**config.mk**
```make
export PLATFORM = sky130hd
export DESIGN_NAME = conf_int_mul_pipe
export DESIGN_NICKNAME = d
export VERILOG_FILES = /design/src/rtl/conf_mul_pkg.sv /design/src/rtl/conf_int_mul_trunc.sv /design/src/rtl/conf_int_mul_pipe.sv
export SDC_FILE = /design/constraint.sdc
export NUM_CORES = 2
export LEC_CHECK = 0
export CORE_MARGIN = 2
export CORE_UTILIZATION = 35
export DETAILED_ROUTE_END_ITERATION = 12
export HOLD_SLACK_MARGIN = 0.12
export SETUP_SLACK_MARGIN = 0.15
export SLEW_MARGIN = 20
export SYNTH_ARGS = -nofsm -noshare
export SYNTH_HDL_FRONTEND = slang
export SYNTH_HIERARCHICAL = 1
export SYNTH_SLANG_ARGS = --single-unit
```
**constraint.sdc**
```tcl
create_clock -name clk -period 16.88 [get_ports clk]
set_input_delay 4.22 -clock clk [delete_from_list [all_inputs] [get_ports clk]]
set_output_delay 4.22 -clock clk [all_outputs]
set_load 0.05 [all_outputs]
```
**src/rtl/conf_mul_pkg.sv**
```systemverilog
// conf_mul_pkg: shared sizing and mask helpers for the
// configurable-precision multiplier.
package conf_mul_pkg;

  localparam int CNT_W = 32;
  localparam int MAX_W = 64;

  function automatic int prec_w(input int width);
    return $clog2(width) + 1;
  endfunction

  // Keeps the top p bits of a width-bit operand.
  function automatic logic [MAX_W-1:0] prec_mask(
    input int width,
    input int p
  );
    logic [MAX_W-1:0] full;
    full = {MAX_W{1'b1}} >> (MAX_W - width);
    return full & ~(full >> p);
  endfunction

endpackage

```
**src/rtl/conf_int_mul_trunc.sv**
```systemverilog
// conf_int_mul_trunc: precision clamp, operand masking and
// approximate-flag generation ahead of the first pipe stage.
module conf_int_mul_trunc
  import conf_mul_pkg::*;
#(
  parameter int DW     = 32,
  parameter int OW     = 32,
  parameter int PREC_W = 6
) (
  input  logic [DW-1:0]     a,
  input  logic [DW-1:0]     b,
  input  logic [PREC_W-1:0] prec,
  input  logic              acc__sel,
  output logic [DW-1:0]     a_m,
  output logic [DW-1:0]     b_m,
  output logic              apx
);

  logic [PREC_W-1:0] p;
  logic [DW-1:0]     m;

  always_comb begin
    p = prec;
    if (prec > PREC_W'(OW)) p = PREC_W'(OW);
    if (acc__sel) p = PREC_W'(DW);
    m = DW'(prec_mask(DW, int'(p)));
  end

  assign a_m = a & m;
  assign b_m = b & m;
  assign apx = p < PREC_W'(DW);

endmodule

```
**src/rtl/conf_int_mul_pipe.sv**
```systemverilog
// conf_int_mul_pipe: pipelined configurable-precision multiplier.
// CONF_INT_MUL_PIPE_PERF_CNT_EN adds output handshake counters.
module conf_int_mul_pipe
  import conf_mul_pkg::*;
#(
  parameter  int DATA_PATH_BITWIDTH = 32,
  parameter  int OP_BITWIDTH        = 32,
  parameter  int PIPE_STAGES        = 2,
  localparam int PREC_W = prec_w(DATA_PATH_BITWIDTH)
) (
  input  logic                            clk,
  input  logic                            rst,
  input  logic                            in_valid,
  output logic                            in_ready,
  input  logic [DATA_PATH_BITWIDTH-1:0]   a,
  input  logic [DATA_PATH_BITWIDTH-1:0]   b,
  input  logic [PREC_W-1:0]               prec,
  input  logic                            acc__sel,
  output logic                            out_valid,
  input  logic                            out_ready,
  output logic [2*DATA_PATH_BITWIDTH-1:0] d,
  output logic                            d_apx_flag
`ifdef CONF_INT_MUL_PIPE_PERF_CNT_EN
  ,
  output logic [CNT_W-1:0]                cnt_total,
  output logic [CNT_W-1:0]                cnt_apx
`endif
);

  localparam int W  = DATA_PATH_BITWIDTH;
  localparam int H  = W / 2;
  localparam int PW = 2 * W;
  localparam int LW = W + H;
  localparam int UW = 2 * W - H;

  logic         adv;
  logic         take;
  logic         apx;
  logic [W-1:0] a_m;
  logic [W-1:0] b_m;

  assign adv      = !out_valid || out_ready;
  assign in_ready = adv;
  assign take     = in_valid && adv;

  conf_int_mul_trunc #(
    .DW     (W),
    .OW     (OP_BITWIDTH),
    .PREC_W (PREC_W)
  ) u_trunc (
    .a        (a),
    .b        (b),
    .prec     (prec),
    .acc__sel (acc__sel),
    .a_m      (a_m),
    .b_m      (b_m),
    .apx      (apx)
  );

  generate
    if (PIPE_STAGES == 1) begin : g_one
      always_ff @(posedge clk) begin
        if (rst) begin
          out_valid  <= 1'b0;
          d          <= '0;
          d_apx_flag <= 1'b0;
        end else if (adv) begin
          out_valid <= take;
          if (take) begin
            d          <= PW'(a_m) * PW'(b_m);
            d_apx_flag <= apx;
          end
        end
      end
    end else begin : g_multi
      localparam int N = PIPE_STAGES - 1;

      logic          s1_v;
      logic          s1_f;
      logic [LW-1:0] pp_lo;
      logic [UW-1:0] pp_hi;
      logic [PW-1:0] sum;
      logic [N-1:0]  v;
      logic [N-1:0]  f;
      logic [PW-1:0] p_q [N];

      // Stage 1 holds two half-width partial products.
      assign sum = (PW'(pp_hi) << H) + PW'(pp_lo);

      always_ff @(posedge clk) begin
        if (rst) begin
          s1_v  <= 1'b0;
          s1_f  <= 1'b0;
          pp_lo <= '0;
          pp_hi <= '0;
          v     <= '0;
          f     <= '0;
          for (int i = 0; i < N; i++) p_q[i] <= '0;
        end else if (adv) begin
          s1_v <= take;
          if (take) begin
            s1_f  <= apx;
            pp_lo <= LW'(a_m) * LW'(b_m[H-1:0]);
            pp_hi <= UW'(a_m) * UW'(b_m[W-1:H]);
          end
          v[0] <= s1_v;
          if (s1_v) begin
            p_q[0] <= sum;
            f[0]   <= s1_f;
          end
          for (int i = 1; i < N; i++) begin
            v[i] <= v[i-1];
            if (v[i-1]) begin
              p_q[i] <= p_q[i-1];
              f[i]   <= f[i-1];
            end
          end
        end
      end

      assign out_valid  = v[N-1];
      assign d          = p_q[N-1];
      assign d_apx_flag = f[N-1];
    end
  endgenerate

`ifdef CONF_INT_MUL_PIPE_PERF_CNT_EN
  always_ff @(posedge clk) begin
    if (rst) begin
      cnt_total <= '0;
      cnt_apx   <= '0;
    end else if (out_valid && out_ready) begin
      if (cnt_total != '1)
        cnt_total <= cnt_total + CNT_W'(1);
      if (d_apx_flag && cnt_apx != '1)
        cnt_apx <= cnt_apx + CNT_W'(1);
    end
  end
`endif

endmodule

```
==> results.yml <==
die:
  std_cell_rows: 125
  dieArea_um2: 119000
  io_pins: 142
  die_width_um: 346
  floorplan.die.height_um: 346
  initial_core_util: 0.352
  area_inside_the_core_boundary_um2: 116000
setup_path:
  cp.arrival_ns: 13.02
  setup.worst_path.class: "input port to flip-flop"
  cp_data_required_time_ns: 17.31
  critical_path.endpoint_type: "flip-flop"
  crit_path_start_kind: "input port"
  crit_fanout: 32
yosys:
  sequential_element_share_of_the_synthesized_area: 0.0961
  ys_top_cells_by_area: "sky130_fd_sc_hd__fa_1 41%, sky130_fd_sc_hd__ha_1 8.3%, sky130_fd_sc_hd__inv_1 8.3%"
  netlist_instances: 4743
  yosys-top-cells-count: "903 x sky130_fd_sc_hd__inv_1, 837 x sky130_fd_sc_hd__fa_1, 829 x sky130_fd_sc_hd__nand2_1, 474 x sky130_fd_sc_hd__and2_1, 272 x sky130_fd_sc_hd__ha_1"
  postSynthRegisterBits: 164
  synth_top_flop_cell: "sky130_fd_sc_hd__dfxtp_1"
  post_synth.cell_area_avg_um2: 8.61
  synth-async-reset-ratio: 0
  mappedNetlistNets: 5927
  yosysMostFrequentCell: "sky130_fd_sc_hd__inv_1"
  synth_largest_area_cell: "sky130_fd_sc_hd__fa_1"
  synth_top_area_share: 0.410
  ys_warn_count: 6
  synth.distinct_cells: 78
  synth_enable_flop_cells: 64
  synth_area_um2: 40800
routing:
  totalWireLength_mm: 121
  detail_route.vias_per_cell: 5.11
  drc_viols: 0
  drt.antenna.violating_nets: 0
  drt_iter0_markers: 2014
  via_count: 31800
  routedWlPerCell_um: 19.4
  firstDrtPassIters: 5
placed_design:
  detailed_place.area_um2: 43700
  portBuffers: 141
  dp_hpwl_mm: 93.5
  detailedPlace.worstSlack_ns: 3.87
  weighted_congestion_at_the_end_of_routability_driven_global_placement: 0.923
layout:
  final_net_count: 5873
  area_growth_from_synthesis_to_layout_pct: 8.57
  finish.instance_area_um2: 44300
  final_layout_size_suffix_gt1_frac: 0.0370
global_routing:
  grt_first_pass_wirelength_mm: 195
  maximum_number_of_pins_on_one_net_before_global_route_repair: 78
  grt_use_total: 0.209
  antenna_violations_before_repair: 6
  grt_pass1_vias: 34200
  overflow: 0
clock_tree:
  maximum_number_of_buffers_from_clock_root_to_sink: 2
  cts_hold_buf: 0
  clock_latency_ns: 0.49
  total_cts_buffers: 17
  tritoncts_clock_tree: "yes"
  cts.htree.levels: 4
  cts.repair_timing.setup_buffer_count: 0
  clockRootBuffer: "sky130_fd_sc_hd__clkbuf_16"
  cts.repair.resized: 0
  numClockSinks: 164
  cts.clk_slew.worst_paths_ns: 0.08
timing:
  final-setup-viol-count: 0
  finalHoldViolations: 0
  layout_min_cycle_time_ns: 12.59
  post_route_clock_period_utilization: 0.746
  final.hold.worst_slack_ns: 0.450
  fin_setup_tns_ns: 0
  max_slew.worst_pin.slew_ns: 1.15
  relSlewSlack: 0.236
  timing.final.ws_setup_ns: 4.29
  grt_setup_unrepaired: "false"
  clock.fmax_mhz: 79.4
  fin_skew_ns: 0.0159
  timing_max_transition_violations_final: 0
worst_hold_path:
  holdCritPathClass: "flip-flop to flip-flop"
outcome:
  run_status: "completed"
run:
  maxCapViolations: 0
final cells by class:
class                   count  area (µm²)
clock inverters            15         184
fillers                 11800       71600
flip-flops and latches    164        3920
multi-input cells        3408       32700
diodes                      2        5.00
repair buffers            194        1800
well taps                1524        1910
inverters                 904        3390
clock buffers              17         425
sequential cells by signal, summed over array words and instances, names as in the netlist:
signal         cells
d_apx_flag         1
out_valid          1
g_multi.s1_v       1
g_multi.p_q       64
g_multi.pp_lo     48
g_multi.pp_hi     48
g_multi.s1_f       1
worst paths after layout:
check,cells after the start,to,slack (ns),from
worst max-delay path,26,g_multi.pp_hi[40],4.29,acc__sel
worst min-delay path,2,g_multi.pp_lo[0],0.45,g_multi.pp_lo[0]
worst max register to register,12,g_multi.p_q[0][56],13.67,g_multi.pp_lo[16]
worst min register to register,2,g_multi.pp_lo[0],0.45,g_multi.pp_lo[0]
cell families after synthesis:
group / share of synthesized area
AO/OA/AOI/OAI: 0.0824
buffers and inverters: 0.108
multiplexers: 0.00270
adder cells (fa/ha/maj): 0.494
XOR/XNOR: 0.0223
AND/OR/NAND/NOR: 0.195
flip-flops: 0.0961
stage by stage:
step	utilization	cells
after global routing	0.383	6227
final	0.383	6228
after detailed placement	0.377	6194
after CTS	0.383	6226
after floorplan	-	4743
after global placement	0.377	6194
worst max-delay path, cell delays in order:
cell and delay (ns):
sky130_fd_sc_hd__clkdlybuf4s50_1 0.55, sky130_fd_sc_hd__or2_1 0.46, sky130_fd_sc_hd__inv_1 0.60, sky130_fd_sc_hd__o21ai_0 0.43, sky130_fd_sc_hd__and2_2 0.66, sky130_fd_sc_hd__and2_1 0.33
sky130_fd_sc_hd__fa_1 0.48, sky130_fd_sc_hd__inv_1 0.05, sky130_fd_sc_hd__fa_1 0.47, sky130_fd_sc_hd__fa_1 0.51, sky130_fd_sc_hd__fa_1 0.54, sky130_fd_sc_hd__inv_1 0.05
sky130_fd_sc_hd__fa_1 0.48, sky130_fd_sc_hd__inv_1 0.06, sky130_fd_sc_hd__fa_1 0.48, sky130_fd_sc_hd__inv_1 0.04, sky130_fd_sc_hd__ha_1 0.33, sky130_fd_sc_hd__nand3_1 0.16
sky130_fd_sc_hd__nor3_2 0.19, sky130_fd_sc_hd__o221ai_1 0.34, sky130_fd_sc_hd__a41oi_1 0.46, sky130_fd_sc_hd__o22ai_1 0.22, sky130_fd_sc_hd__o22ai_2 0.20, sky130_fd_sc_hd__nor3_2 0.11
sky130_fd_sc_hd__or4_1 0.48, sky130_fd_sc_hd__nand3_1 0.09
routing by layer:
metal | up-vias | part of all wire | GRT usage
met5 | - | 0.00013 | 0
met4 | 2 | 0.039 | 0.0782
met1 | 16300 | 0.40 | 0.258
met3 | 219 | 0.059 | 0.0318
li1 | 14300 | - | -
met2 | 1010 | 0.50 | 0.368
cells in the final DEF (no fill, tap or decap), drive strengths merged, types with 64 or more instances in the layout:
master and instances:
nor2 108, inv 912, and2 474, o21ai 102, ha 272, a21oi 192, fa 837, clkdlybuf4s50 140
nand2 830, a21o 76, edfxtp 64, dfxtp 100
Power is left out: the tool's default activity adds up to more than one toggle a clock period on the data nets, which glitch-free logic cannot reach.
